## src/rtl/ysyx_25060170_fetch_pkg.sv

```systemverilog
// Shared types and defaults for the instruction-fetch unit.
package ysyx_25060170_fetch_pkg;

  localparam int          ILEN         = 32;
  localparam int          DEF_PC_STEP  = 4;
  localparam logic [31:0] DEF_RESET_PC = 32'h8000_0000;

  typedef enum logic [1:0] {
    S_IDLE = 2'd0,
    S_REQ  = 2'd1,
    S_WAIT = 2'd2,
    S_HOLD = 2'd3
  } fetch_state_e;

endpackage

```

## src/rtl/ysyx_25060170_pc_gen.sv

```systemverilog
// Architectural fetch PC: redirect target mux (jmp > br > step) and
// misalignment flag for the next PC.
module ysyx_25060170_pc_gen
  import ysyx_25060170_fetch_pkg::*;
#(
  parameter int              XLEN     = 32,
  parameter logic [XLEN-1:0] RESET_PC = XLEN'(DEF_RESET_PC),
  parameter int              PC_STEP  = DEF_PC_STEP
) (
  input  logic            clk_i,
  input  logic            rst_i,
  input  logic            ex_br_i,
  input  logic            ex_jmp_i,
  input  logic            step_i,
  input  logic [XLEN-1:0] ex_pc_i,
  input  logic [XLEN-1:0] ex_imm_i,
  input  logic [XLEN-1:0] ex_res_i,
  output logic [XLEN-1:0] pc_o,
  output logic [XLEN-1:0] pc_nxt_o,
  output logic            nxt_misal_o
);

  logic [XLEN-1:0] pc_q, pc_d, tgt;

  always_comb begin
    tgt  = ex_jmp_i ? (ex_res_i & ~XLEN'(1)) : (ex_pc_i + ex_imm_i);
    pc_d = pc_q;
    if (ex_jmp_i || ex_br_i) pc_d = tgt;
    else if (step_i)         pc_d = pc_q + XLEN'(PC_STEP);
  end

  always_ff @(posedge clk_i) begin
    if (rst_i) pc_q <= RESET_PC;
    else       pc_q <= pc_d;
  end

  assign pc_o        = pc_q;
  assign pc_nxt_o    = pc_d;
  assign nxt_misal_o = |pc_d[1:0];

endmodule

```

## src/rtl/ysyx_25060170_fetch_unit.sv

```systemverilog
// Fetch engine: one outstanding imem request, registered instruction
// hand-off to the IDU, and EXU redirects that squash in-flight fetches.
module ysyx_25060170_fetch_unit
  import ysyx_25060170_fetch_pkg::*;
#(
  parameter int              XLEN     = 32,
  parameter logic [XLEN-1:0] RESET_PC = XLEN'(DEF_RESET_PC),
  parameter int              PC_STEP  = DEF_PC_STEP
) (
  input  logic            clk,
  input  logic            rst,
  input  logic            ex_br,
  input  logic            ex_jmp,
  input  logic [XLEN-1:0] ex_pc,
  input  logic [XLEN-1:0] ex_imm,
  input  logic [XLEN-1:0] ex_res,
  output logic            imem_req_valid,
  input  logic            imem_req_ready,
  output logic [XLEN-1:0] imem_req_addr,
  input  logic            imem_rsp_valid,
  input  logic [ILEN-1:0] imem_rsp_data,
  input  logic            imem_rsp_err,
  output logic            inst_valid,
  input  logic            inst_ready,
  output logic [ILEN-1:0] inst,
  output logic [XLEN-1:0] inst_pc,
  output logic            inst_fault
);

  fetch_state_e    state_q, state_d;
  logic            kill_q, kill_d;
  logic            req_valid_q, req_valid_d;
  logic [XLEN-1:0] req_addr_q, req_addr_d;
  logic [ILEN-1:0] inst_q, inst_d;
  logic [XLEN-1:0] inst_pc_q, inst_pc_d;
  logic            fault_q, fault_d;
  logic [XLEN-1:0] pc_q, pc_nxt;
  logic            nxt_misal, redir;

  assign redir = ex_br | ex_jmp;

  ysyx_25060170_pc_gen #(.XLEN(XLEN), .RESET_PC(RESET_PC), .PC_STEP(PC_STEP)) u_pc_gen (
    .clk_i       (clk),
    .rst_i       (rst),
    .ex_br_i     (ex_br),
    .ex_jmp_i    (ex_jmp),
    .step_i      (state_q == S_HOLD && inst_ready),
    .ex_pc_i     (ex_pc),
    .ex_imm_i    (ex_imm),
    .ex_res_i    (ex_res),
    .pc_o        (pc_q),
    .pc_nxt_o    (pc_nxt),
    .nxt_misal_o (nxt_misal)
  );

  always_ff @(posedge clk) begin
    if (rst) begin
      state_q     <= S_IDLE;
      kill_q      <= 1'b0;
      req_valid_q <= 1'b0;
      req_addr_q  <= RESET_PC;
      inst_q      <= '0;
      inst_pc_q   <= RESET_PC;
      fault_q     <= 1'b0;
    end else begin
      state_q     <= state_d;
      kill_q      <= kill_d;
      req_valid_q <= req_valid_d;
      req_addr_q  <= req_addr_d;
      inst_q      <= inst_d;
      inst_pc_q   <= inst_pc_d;
      fault_q     <= fault_d;
    end
  end

  // REQ with no request raised means the pc was misaligned: fault out
  // directly unless a redirect gives us a fresh pc to try.
  always_comb begin
    state_d = state_q;
    case (state_q)
      S_IDLE: state_d = S_REQ;
      S_REQ: begin
        if (req_valid_q) begin
          if (imem_req_ready) state_d = S_WAIT;
        end else if (!redir) begin
          state_d = S_HOLD;
        end
      end
      S_WAIT: if (imem_rsp_valid) state_d = (kill_q || redir) ? S_REQ : S_HOLD;
      S_HOLD: if (redir || inst_ready) state_d = S_REQ;
      default: state_d = S_IDLE;
    endcase
  end

  always_comb begin
    kill_d      = kill_q;
    req_valid_d = req_valid_q;
    req_addr_d  = req_addr_q;
    inst_d      = inst_q;
    inst_pc_d   = inst_pc_q;
    fault_d     = fault_q;
    case (state_q)
      S_REQ: begin
        if (req_valid_q) begin
          if (imem_req_ready) req_valid_d = 1'b0;
          if (redir)          kill_d      = 1'b1;
        end else if (!redir) begin
          inst_d    = '0;
          inst_pc_d = pc_q;
          fault_d   = 1'b1;
        end
      end
      S_WAIT: begin
        if (imem_rsp_valid) begin
          kill_d = 1'b0;
          if (!kill_q && !redir) begin
            inst_d    = imem_rsp_err ? '0 : imem_rsp_data;
            inst_pc_d = pc_q;
            fault_d   = imem_rsp_err;
          end
        end else if (redir) begin
          kill_d = 1'b1;
        end
      end
      default: ;
    endcase
    // A pending request keeps its address; only a fresh REQ samples the pc.
    if (state_d == S_REQ && !(state_q == S_REQ && req_valid_q)) begin
      req_valid_d = ~nxt_misal;
      req_addr_d  = pc_nxt;
    end
  end

  assign imem_req_valid = req_valid_q;
  assign imem_req_addr  = req_addr_q;
  assign inst_valid     = (state_q == S_HOLD) && !redir;
  assign inst           = inst_q;
  assign inst_pc        = inst_pc_q;
  assign inst_fault     = fault_q;

endmodule

```

## config.mk

```make
export PLATFORM = sky130hd
export DESIGN_NAME = ysyx_25060170_fetch_unit
export DESIGN_NICKNAME = d
export VERILOG_FILES = /design/src/rtl/ysyx_25060170_fetch_pkg.sv /design/src/rtl/ysyx_25060170_pc_gen.sv /design/src/rtl/ysyx_25060170_fetch_unit.sv
export SDC_FILE = /design/constraint.sdc
export NUM_CORES = 1
export LEC_CHECK = 0
export BUFFER_PORTS_ARGS = -buffer_cell sky130_fd_sc_hd__clkbuf_2
export CORE_ASPECT_RATIO = 1.25
export CORE_MARGIN = 2
export CORE_UTILIZATION = 56
export DETAILED_ROUTE_END_ITERATION = 6
export PLACE_DENSITY = 0.87
export SLEW_MARGIN = 20
export SYNTH_ARGS = -nofsm -noshare
export SYNTH_HDL_FRONTEND = slang
export SYNTH_SLANG_ARGS = --single-unit
```

## constraint.sdc

```tcl
create_clock -name clk -period 3.85 [get_ports clk]
set_input_delay 0.385 -clock clk [delete_from_list [all_inputs] [get_ports clk]]
set_output_delay 0.385 -clock clk [all_outputs]
set_load 0.02 [all_outputs]
```

* After elaboration in Yosys (flattened, before gate mapping)
Index checks and enable logic that the tools add are counted.
** Storage, ports and cells
- Logic and storage cells :: 72
- Input port bits :: 136
- Register bits after elaboration :: 133
- Output and inout bits :: 99
** Cells by class
- Add/subtract/negate cells :: 2
- Mux-type cells :: 34
- Bitwise logic cells :: 2
- Reduce and logical (&&, ||, !) cells :: 17
- Eq/ne operators :: 9
** Operator list (count)
- $mux W32 :: 12
- $pmux W32 S2 :: 2
- $add A32 B3 Y32 const B :: 1
- $add A32 B32 Y32 :: 1
- $mux W2 :: 6
- $mux W1 :: 11
- $ne A2 B2 Y1 const B :: 5
- $pmux W2 S4 :: 1
- $logic_and A1 B1 Y1 :: 5
- $reduce_and A5 Y1 :: 1
- $eq A2 B1 Y1 const B :: 2
- $eq A2 B2 Y1 const B :: 2
- $pmux W1 S2 :: 2
- $reduce_bool A2 Y1 :: 2
- $logic_not A1 Y1 :: 3
- $logic_or A1 B1 Y1 :: 3
- $logic_not A2 Y1 :: 1
- $reduce_and A2 Y1 :: 1
- $reduce_or A2 Y1 :: 1
- $not A1 Y1 :: 1
- $or A1 B1 Y1 :: 1

* Depth between registers and ports, before layout
Gate-level depths: netlist of the first run.
- Word-level depth :: 8
- Gate-level depth with buffers :: 12
- Depth with buffers taken out :: 12

* Hierarchy
A second synthesis of the first run with hierarchy kept.
** Second synthesis, totals
- Cell total of the unflattened synthesis :: 959
- Area total of the unflattened synthesis :: 7724.9 sq um
** By module, submodules not included
- ysyx_25060170_fetch_unit :: cells each 439, instances 1, area each 3897.5 sq um, sequential area each 2021.9 sq um
- ysyx_25060170_pc_gen :: cells each 520, instances 1, area each 3827.4 sq um, sequential area each 640.6 sq um

* Worst setup path before layout of the first run
No wires, ideal clock.
- Kind :: input to register
- Start point :: input ex_pc[18]
- End point :: register req_addr_q[31] (netlist: imem_req_addr[31])
- Library setup time :: 0.138 ns
- Arrival time :: 2.383 ns
- Setup slack :: 1.328 ns
- Data required time :: 3.712 ns
- Stages :: 10
- Buffers on the path :: 0
- Cell sequence :: ha_1 a21o_1 o21ba_4 o221a_4 nor2_2 a2111oi_4 nand2_1 a311oi_2 mux2i_1 a31oi_2
** On the way
- Longest elaborated chain between the ends :: 3
** Ends and longest elaborated chain
- from (decl) :: RTL line ysyx_25060170_fetch_unit.sv:14 : input logic [XLEN-1:0] ex_pc,
- $add A32 B32 Y32 :: RTL line ysyx_25060170_pc_gen.sv:26 : tgt = ex_jmp_i ? (ex_res_i & ~XLEN'(1)) : (ex_pc_i + ex_imm_i);
- $mux W32 :: RTL line ysyx_25060170_pc_gen.sv:26
- $mux W32 :: RTL line ysyx_25060170_pc_gen.sv:28 : if (ex_jmp_i || ex_br_i) pc_d = tgt;
- to (signal assigned) :: RTL line ysyx_25060170_fetch_unit.sv:69 : req_addr_q <= req_addr_d;
- to (decl) :: RTL line ysyx_25060170_fetch_unit.sv:33 : logic [XLEN-1:0] req_addr_q, req_addr_d;
Every way passes these cells.
A chain may end at the register's enable or synchronous reset.

* Worst setup path after layout of the first run
- Start point :: register state_q[1]
- End point :: register req_addr_q[27] (netlist: imem_req_addr[27])
** On the way
- Longest elaborated chain between the ends :: 5
- Elaborated cells on any way between the ends :: 17
- Those cells by class :: eq/ne (4); mux (8); reduce/logical (5)
** Ends and longest elaborated chain
- from (decl) :: RTL line ysyx_25060170_fetch_unit.sv:30 : fetch_state_e state_q, state_d;
- from (signal assigned) :: RTL line ysyx_25060170_fetch_unit.sv:66 : state_q <= state_d;
- $mux W2 (on tied branches) :: RTL line ysyx_25060170_fetch_unit.sv:85, ysyx_25060170_fetch_unit.sv:84
- $mux W2 :: RTL line ysyx_25060170_fetch_unit.sv:83 : if (req_valid_q) begin
- $pmux W2 S4 :: RTL line ysyx_25060170_fetch_unit.sv:80 : case (state_q)
- $eq A2 B1 Y1 :: RTL line ysyx_25060170_fetch_unit.sv:128 : if (state_d == S_REQ && !(state_q == S_REQ && req_valid_q)) begin
- $logic_and A1 B1 Y1 :: RTL line ysyx_25060170_fetch_unit.sv:128
Several ways; a longest one is shown, not always the timed one.

==> run metrics, run 1 <==
Slew Viols, Final=0; Hold Path Sink=inst[27]; vias in the first global route=6,889; Int Pwr=2.89 mW; Tot Pwr=4.14 mW; port bufs=233; crit start category=flop; syn_nets=around 1,100; Yosys warnings=0; Hold Path Cell Cnt=3; Worst Path Class, Setup=flop to flop; GR Overflow Total=0; RSZ-0062 raised after global routing=false; Rel. slew slack=0.386; final cycle utilization of the critical path=0.744; Reg power frac=0.379; CP Capture Type=flop; min Tclk post-route=2.86 ns; Net Sw Power=1.25 mW; critical path arrival=3.15 ns; Hold Fails Final Rpt=0; LEAKAGE=4.10 nW; Clock Path Buffers=2; mapped cell area=roughly 7400 µm²; Num CTS Buffers=17; clock slew at the register clock pins of the worst setup and hold paths=0.06 ns; Core Util, Final=0.722; Die Area=14,100 µm²; r2r startpoint=state_q[1]; f_max=about 0.35 GHz; Crit Path Max Fanout=6; Req. time, crit path=4.13 ns; total negative slack=0 ns; Initial Util=0.577; Netlist cell types=83; DRC=0; ys flop type=dfxtp_1; MaxCap Viol Count=0; hold_sp=imem_rsp_data[27]; async set or reset register ratio after synthesis=0; Die X=107 µm; syn avg cell area=about 8.2 µm²; status=finished clean; drt total wl=21.0 mm; root buf cell=clkbuf_16; CP most frequent cell=nand3_1; Detail Route Antenna Nets=0; die span in y=132 µm; Final Cell Area=9230 µm²; wire length per cell=16.3 µm; DR vias=roughly 7,400; all-layer global routing usage=0.289; R2R setup slack=between 0.9 and 1 ns; Critical Path, Cell by Cell=ha_1 -> nand3_1 -> nor2_2 -> nand3_4 -> nor2_1 -> nand3_1 -> xnor2_1 -> a222oi_1 -> a21oi_1; Final Setup Violations=0; DP Wirelength=15.8 mm; Setup WS post-layout=0.987 ns; H-tree levels=4; pin count of the biggest net entering global routing=74; nets=~1,300; ratio of cells with drive above 1 in the final layout=0.282; VDD IR max=399 µV; TritonCTS clock tree=done; Pwr per Cell Area=448 nW/µm²; switching part of the total=0.302; crit path launch=state_q[1]; worst r2r dst=imem_req_addr[27]; hold_buf cts=0; Core Box Area=12,800 µm²; register area share after synthesis=0.361; Clk pwr share=0.390; register bit total from synthesis=133; Antenna diodes=0; Placed Cells=1,259; Mapped Cells=899; Post-synth EDFFs=0; Gate power share=0.230; worst clock skew=0.00965 ns; critical path's slowest cell=a222oi_1; DR iter-0 viols=just under 700; row count=46; GPL Wtd Cong=0.959; Setup WS pre-CTS=0.965 ns; Least-Margin Pin Slew=0.920 ns; CTS sink cnt=~130; postcts setup bufs=0; DP Area=8640 µm²; Via density=5.76; worst r2r path cells=9; worst hold-check path type=input pin to flop; Finished Layout Cells=1,290; initial antenna violation count=0; DRT Pass-1 Iters=6; Worst path max stage delay=0.48 ns; worst skew pair latency=0.41 ns; cells resized by post-CTS repair=0; area growth from synthesis to layout=25.1%; worst hold slack=0.216 ns; IO Count=~240; first-pass GRT wire length=32.9 mm
registers in the layout (all words and copies together) (netlist names):
register,cells
inst_pc,32
kill_q,1
imem_req_addr,32
imem_req_valid,1
inst,32
u_pc_gen.pc_o,32
inst_fault,1
state_q,2
synth_stat cells (3+ instances only):
cell type / n / area [µm²]
a311oi_1: 3 / 26.3
o31a_1: 3 / 26.3
xnor2_1: 30 / 263
a22oi_1: 33 / 248
inv_1: 19 / 71.3
a21o_1: 12 / 90.1
o31ai_1: 4 / 30.0
nand3_1: 19 / 95.1
buf_2: 8 / 40.0
nor2b_1: 8 / 50.1
or3_1: 4 / 25.0
nor2_1: 105 / 394
nor3_2: 3 / 30.0
a211o_1: 3 / 26.3
nand2_1: 124 / 465
buf_1: 4 / 15.0
and3_1: 11 / 68.8
nand2b_1: 4 / 25.0
and2_1: 12 / 75.1
o21a_1: 8 / 60.1
a31oi_1: 7 / 43.8
nor3_1: 17 / 85.1
o22ai_1: 4 / 25.0
o21ai_1: 5 / 25.0
nand4_1: 13 / 81.3
mux2_2: 3 / 33.8
a211oi_1: 12 / 90.1
dfxtp_1: 133 / 2660
clkbuf_1: 37 / 139
o21bai_1: 5 / 37.5
a21oi_1: 95 / 475
ha_1: 36 / 450
mux2i_1: 5 / 50.1
nor2_2: 3 / 18.8
a221oi_2: 4 / 60.1
o21ai_0: 26 / 130
xor2_1: 19 / 166
placed cells by master, fill, tap and decap left out, drive strengths merged, types with 6 or more instances in the layout:
cell,instances
dfxtp,133
a21o,12
nand3,20
a211oi,14
buf,11
a22oi,33
nand4,13
ha,36
xnor2,32
or3,6
nand2,125
and2,12
nor2b,9
nor3,20
clkbuf,254
inv,20
and3,11
a221oi,6
a21oi,97
o21ai,32
xor2,19
a31oi,9
nor2,109
o21a,8
worst max-delay path, delay by kind of cell (launching register included):
kind | cells | cell delay [ns]
simple gates | 5 | 1.17
compound gates | 2 | 0.62
flops | 1 | 0.41
fa+ha+maj | 1 | 0.36
xor+xnor | 1 | 0.16
layout make-up:
| type | count | area (µm²) |
|---|---|---|
| clock buffer | 22 | 464 |
| clock inverter | 9 | 128 |
| fill | 1020 | 3550 |
| inverter | 20 | 75.1 |
| multi-input combinational | 695 | 4450 |
| sequential | 133 | 2660 |
| tap | 168 | 210 |
| timing repair buffer | 243 | 1240 |
how the worst max path moves through the flow:
stage                                    to  slack [ns]  cells after the start
after global routing      imem_req_addr[27]        0.82                      9
final                     imem_req_addr[27]        0.99                      9
after floorplan           imem_req_addr[31]        1.33                     10
after detailed placement   imem_req_addr[7]        0.96                      9
after CTS                 imem_req_addr[31]         1.0                      8
after global placement    imem_req_addr[31]         1.0                     11
power by group through the flow:
stage,clock (mW),combinational (mW),sequential [mW]
after floorplan,0,0.563,1.66
after global placement,0,0.923,1.59
after detailed placement,0,0.936,1.59
after CTS,1.63,0.947,1.56
after global routing,1.69,1.04,1.58
final,1.61,0.953,1.57
metal layers:
metal  vias to the layer above  part of all wire  global-route usage  routed length, µm
met3                        40             0.079              0.0588               1660
li1                       3623                 -                   -                  -
met5                         -                 0                   0                  0
met2                       356              0.48               0.491              10100
met1                      3405              0.41               0.355               8660
met4                         0             0.027               0.115                576
kinds of logic after synthesis:
family,Yosys count,synth area share
xor gates and xnor gates,51,0.0626
muxes,8,0.0114
buffers and inverters,71,0.0385
AOI/OAI and AO/OA,257,0.244
DFF,133,0.361
adders and majority gates,37,0.0638
and+or+nand+nor,342,0.219
No activity file was read; power rests on OpenSTA's default activity.
==> run 2, diff against run 1 <==
--- a/config.mk
+++ b/config.mk
@@ -8,9 +8,9 @@
 export BUFFER_PORTS_ARGS = -buffer_cell sky130_fd_sc_hd__clkbuf_2
 export CORE_ASPECT_RATIO = 1.25
 export CORE_MARGIN = 2
-export CORE_UTILIZATION = 56
+export CORE_UTILIZATION = 52
 export DETAILED_ROUTE_END_ITERATION = 6
-export PLACE_DENSITY = 0.87
+export PLACE_DENSITY = 0.81
 export SLEW_MARGIN = 20
 export SYNTH_ARGS = -nofsm -noshare
 export SYNTH_HDL_FRONTEND = slang
==> constraint.sdc (replaced) <==
create_clock -name clk -period 2.87 [get_ports clk]
set_input_delay 0.287 -clock clk [delete_from_list [all_inputs] [get_ports clk]]
set_output_delay 0.287 -clock clk [all_outputs]
set_load 0.02 [all_outputs]
==> run 2 against run 1 <==
Maximum frequency is 4.6% higher. Routed wire length is 0.36% lower. Critical endpoint is now imem_req_addr[31]. Cell count is 1.0% higher. Power is 42% higher. Critical path type unchanged. Largest cell class unchanged.
==> run metrics, run 2 (synthesis results as in run 1) <==
Die X=111 µm; GPL Wtd Cong=0.935; Placed Cells=1,271; Slew Viols, Final=0; pin count of the biggest net entering global routing=~120; VDD IR max=486 µV; CP Capture Type=flop; DP Wirelength=15.6 mm; nets=1,288; area growth from synthesis to layout=27.3%; Via density=5.62; postcts setup bufs=0; worst hold-check path type=input pin to flop; most frequent cells in the layout=clkbuf_2, dfxtp_1, nand2_1; f_max=0.365 GHz; hold_buf cts=0; port bufs=233; all-layer global routing usage=0.270; Clock Path Buffers=2; Pwr per Cell Area=623 nW/µm²; Setup WS post-layout=0.133 ns; drt total wl=20.9 mm; Worst path max stage delay=0.55 ns; ratio of cells with drive above 1 in the final layout=0.287; worst clock skew=0.00574 ns; Finished Layout Cells=1,303; Hold Fails Final Rpt=0; worst hold slack=0.117 ns; wire length per cell=between 15 and 20 µm; die span in y=137 µm; Die Area=15,200 µm²; critical path arrival=3.02 ns; Least-Margin Pin Slew=0.676 ns; Antenna diodes=0; GR Overflow Total=0; first-pass GRT wire length=33.4 mm; TritonCTS clock tree=done; Critical Path, Cell by Cell=ha_1 -> nand3_1 -> nor2_2 -> nand3_4 -> or4_1 -> xnor2_1 -> a221oi_1 -> a31oi_2; status=finished clean; Final Setup Violations=0; DRC=0; CTS sink cnt=133; vias in the first global route=6,819; DRT Pass-1 Iters=5; RSZ-0062 raised after global routing=false; H-tree levels=4; Rel. slew slack=0.549; DR iter-0 viols=696; critical path's slowest cell=or4_1; initial antenna violation count=0; total negative slack=0 ns; root buf cell=clkbuf_16; Setup WS pre-CTS=0.134 ns; row count=48; Worst Path Class, Setup=flop to flop; Crit Path Max Fanout=6; DR vias=between 7,000 and 8,000; clock slew at the register clock pins of the worst setup and hold paths=0.06 ns; MaxCap Viol Count=0; Detail Route Antenna Nets=0; final cycle utilization of the critical path=0.954; IO Count=235; Req. time, crit path=3.15 ns; Tot Pwr=5.85 mW; crit start category=flop; worst skew pair latency=0.41 ns; cells resized by post-CTS repair=0; Num CTS Buffers=17; LEAKAGE=4.19 nW; min Tclk post-route=~2.7 ns; Core Box Area=13,800 µm²; Initial Util=0.534; commonest non-fill, non-tap cell in the layout=clkbuf_2
==> run 2: cell count changes in the layout (fill, tap and decap cells not counted) <==
| cell | before | now |
|---|---|---|
| buf_4 | 11 | 13 |
| buf_12 | 0 | 3 |
| clkinvlp_4 | 3 | 1 |
| clkbuf_8 | 2 | 1 |
| clkinv_4 | 0 | 3 |
| clkbuf_1 | 3 | 1 |
| bufinv_16 | 3 | 6 |
==> run 2: layout make-up <==
cell class | instances | area, µm²
clock inverters | 13 | 229
inverters | 20 | 75.1
fillers | 1127 | 4420
clock buffers | 19 | 443
repair buffers | 248 | 1320
flip-flops and latches | 133 | 2660
multi-input cells | 695 | 4450
well taps | 175 | 219
==> run 2: worst paths after layout <==
path | start | end | slack [ns] | depth (start not counted)
min reg2reg | inst_pc[28] | inst_pc[28] | 0.45 | 2
max reg2reg | state_q[1] | imem_req_addr[31] | 0.13 | 8
max | state_q[1] | imem_req_addr[31] | 0.13 | 8
min | imem_rsp_data[10] | inst[10] | 0.12 | 3
==> run 2: metal layers <==
layer | global-route usage | vias up | wire (µm)
li1 | - | 3627 | -
met1 | 0.342 | 3317 | 8740
met2 | 0.452 | 327 | 9970
met3 | 0.0506 | 48 | 1510
met4 | 0.122 | 0 | 732
met5 | 0 | - | 0
==> run 2: critical path: cells and delay by family (launching register included) <==
kind / cells / cell delay [ns]
compound gates: 2 / 0.55
flops: 1 / 0.43
fa+ha+maj: 1 / 0.25
simple gates: 4 / 1.24
xor+xnor: 1 / 0.16
==> run 2: power breakdown <==
| group | switching [mW] | internal [mW] | total [mW] |
|---|---|---|---|
| registers | 0.116 | 1.99 | 2.10 |
| logic | 0.796 | 0.507 | 1.30 |
| clock network | 0.797 | 1.65 | 2.45 |
| total | 1.71 | 4.15 | 5.85 |
==> run 2: stage by stage <==
stage	utilization	instance area (µm²)
after global placement	0.631	8720
after global routing	0.680	9390
after CTS	0.680	9390
after detailed placement	0.631	8720
final	0.680	9390
after floorplan	-	7380
==> run 3, diff against run 2 <==
--- a/config.mk
+++ b/config.mk
@@ -6,11 +6,11 @@
 export NUM_CORES = 1
 export LEC_CHECK = 0
 export BUFFER_PORTS_ARGS = -buffer_cell sky130_fd_sc_hd__clkbuf_2
-export CORE_ASPECT_RATIO = 1.25
 export CORE_MARGIN = 2
-export CORE_UTILIZATION = 52
+export CORE_UTILIZATION = 47
 export DETAILED_ROUTE_END_ITERATION = 6
-export PLACE_DENSITY = 0.81
+export HOLD_SLACK_MARGIN = 0.03
+export PLACE_DENSITY = 0.78
 export SLEW_MARGIN = 20
 export SYNTH_ARGS = -nofsm -noshare
 export SYNTH_HDL_FRONTEND = slang
==> constraint.sdc (replaced) <==
create_clock -name clk -period 2.2 [get_ports clk]
set_input_delay 0.22 -clock clk [delete_from_list [all_inputs] [get_ports clk]]
set_output_delay 0.22 -clock clk [all_outputs]
set_load 0.02 [all_outputs]
==> run 3 against run 2 <==
The run now ends with setup timing left. Die area is 10% higher. Power is 29% higher. Utilization is 1.7 points higher. Via count is 11% higher. Critical path type unchanged. Global-route usage is 1.1 points higher. Non-clock buffer count is 121 higher. Clock power is 4% higher. Sequential power is 30% higher.
==> run metrics, run 3 (synthesis results as in run 1) <==
Num CTS Buffers=17; Clock Path Buffers=2; Fillers=1,209; status=finished with violations; commonest non-fill, non-tap cell in the layout=clkbuf_2; MaxCap Viol Count=0; worst hold-check path type=input pin to flop; die span in y=129 µm; worst clock skew=0.0128 ns; final cycle utilization of the critical path=1.01; GR Overflow Total=0; wire length per cell=16.6 µm; failing checks=setup timing; Initial Util=0.484; Critical Path, Cell by Cell=buf_6 -> ha_4 -> nand2b_4 -> o21ai_2 -> a221oi_2 -> nor2_1 -> a211o_1 -> buf_12 -> or3_1 -> a21oi_2; worst hold slack=0.0475 ns; CTS sink cnt=133; Slew Viols, Final=0; Final Setup Violations=1; Buf/Inv on CP=2; Least-Margin Pin Slew=0.978 ns; Pwr per Cell Area=slightly above 700 nW/µm²; min Tclk post-route=2.23 ns; Die Area=16,700 µm²; Detail Route Antenna Nets=0; DR vias=8,105; vias in the first global route=7,593; DRC=0; clock slew at the register clock pins of the worst setup and hold paths=0.06 ns; Via density=between 5 and 6; hold_buf cts=0; nets=between 1,000 and 1,500; VDD IR max=approximately 670 µV; GPL Wtd Cong=0.889; first-pass GRT wire length=37.3 mm; IO Count=235; Setup WS pre-CTS=-0.334 ns; root buf cell=clkbuf_16; most frequent cells in the layout=clkbuf_2, dfxtp_1, nand2_1, buf_4, nor2_1; RSZ-0062 raised after global routing=true; H-tree levels=4; LEAKAGE=between 4 and 5 nW; Worst Path Class, Setup=flop to flop; initial antenna violation count=1; CP Capture Type=flop; ratio of cells with drive above 1 in the final layout=0.403; Crit path max-delay family=compound AO/OA/AOI/OAI gates; DR iter-0 viols=552; crit start category=flop; f_max=0.449 GHz; row count=between 40 and 50; TritonCTS clock tree=done; Die X=~130 µm; pin count of the biggest net entering global routing=115; Rel. slew slack=0.347; Setup WS post-layout=-0.0270 ns; all-layer global routing usage=0.281; area growth from synthesis to layout=44.2%; critical path arrival=2.57 ns; Worst path max stage delay=0.38 ns; worst skew pair latency=0.41 ns; Req. time, crit path=roughly 2.5 ns; critical path's slowest cell=or3_1; area occupied by multi-input gates=4760 µm²; DP Wirelength=17.8 mm; drt total wl=24.2 mm; port bufs=around 230; Crit Path Max Fanout=8; DRT Pass-1 Iters=7; Core Box Area=15,300 µm²; Hold Fails Final Rpt=0; storage element area=~2700 µm²
-- run 3: cell count changes in the layout (fill, tap and decap cells not counted), sizes merged --
cell,previous run,this run
buf,16,137
bufinv,6,0
clkbuf,251,253
clkinv,6,8
clkinvlp,1,2
diode,0,1
inv,20,21
-- run 3: path summary, 6_finish.rpt --
check	start	endpoint	slack, ns	cells past startpoint
hold reg to reg	inst_pc[29]	inst_pc[29]	0.45	2
setup reg to reg	state_q[1]	imem_req_addr[21]	-0.03	10
hold / removal	imem_rsp_data[26]	inst[26]	0.05	3
setup / recovery	state_q[1]	imem_req_addr[21]	-0.03	10
-- run 3: worst register-to-register path: cells and delay by family (launching register included) --
family          cells  cell delay [ns]
compound gates      4             0.81
fa+ha+maj           1             0.17
buf+inv             2             0.28
flops               1             0.36
simple gates        3             0.55
-- run 3: area by class of cell --
cell class	instances	area share
Multi-Input combinational cell	695	0.448
Inverter	20	0.00706
Sequential cell	133	0.252
Antenna cell	1	0.000235
Timing Repair Buffer	369	0.218
Clock buffer	21	0.0433
Tap cell	211	0.0248
Clock inverter	11	0.00741
-- run 3: stage by stage --
| step | setup TNS, ns | instance area, µm² | instances | utilization | power [mW] |
|---|---|---|---|---|---|
| final | -0.0270 | 10600 | 1461 | 0.697 | 7.55 |
| after global routing | -1.75 | 10600 | 1460 | 0.697 | 7.88 |
| after global placement | -7.53 | 9670 | 1411 | 0.634 | 4.75 |
| after CTS | 0 | 10400 | 1454 | 0.681 | 7.45 |
| after detailed placement | -9.49 | 9670 | 1411 | 0.634 | 4.79 |
| after floorplan | -0.0133 | 7470 | 899 | - | 3.90 |
-- run 3: what timing repair did --
action	4_1_cts	5_1_grt
resized for setup	14	62
hold endpoints to repair	0	0
setup buffers	10	6
pin swaps	10	31
gates cloned	1	0
endpoints found under the setup margin	31	39
-- run 3: report_power, final --
| part | internal, mW | switching [mW] | total (mW) |
|---|---|---|---|
| sequential | 2.59 | 0.137 | 2.73 |
| combinational | 1.00 | 1.25 | 2.26 |
| clock | 1.50 | 1.06 | 2.56 |
| total | 5.10 | 2.45 | 7.55 |
-- run 3: routing by layer --
layer | global-route usage | up-vias | wire length [µm] | part of all wire
met4 | 0.105 | 0 | 706 | 0.029
met5 | 0 | - | 0 | 0
met3 | 0.0595 | 55 | 1960 | 0.081
met1 | 0.354 | 3810 | 9790 | 0.40
li1 | - | 3880 | - | -
met2 | 0.474 | 360 | 11700 | 0.49
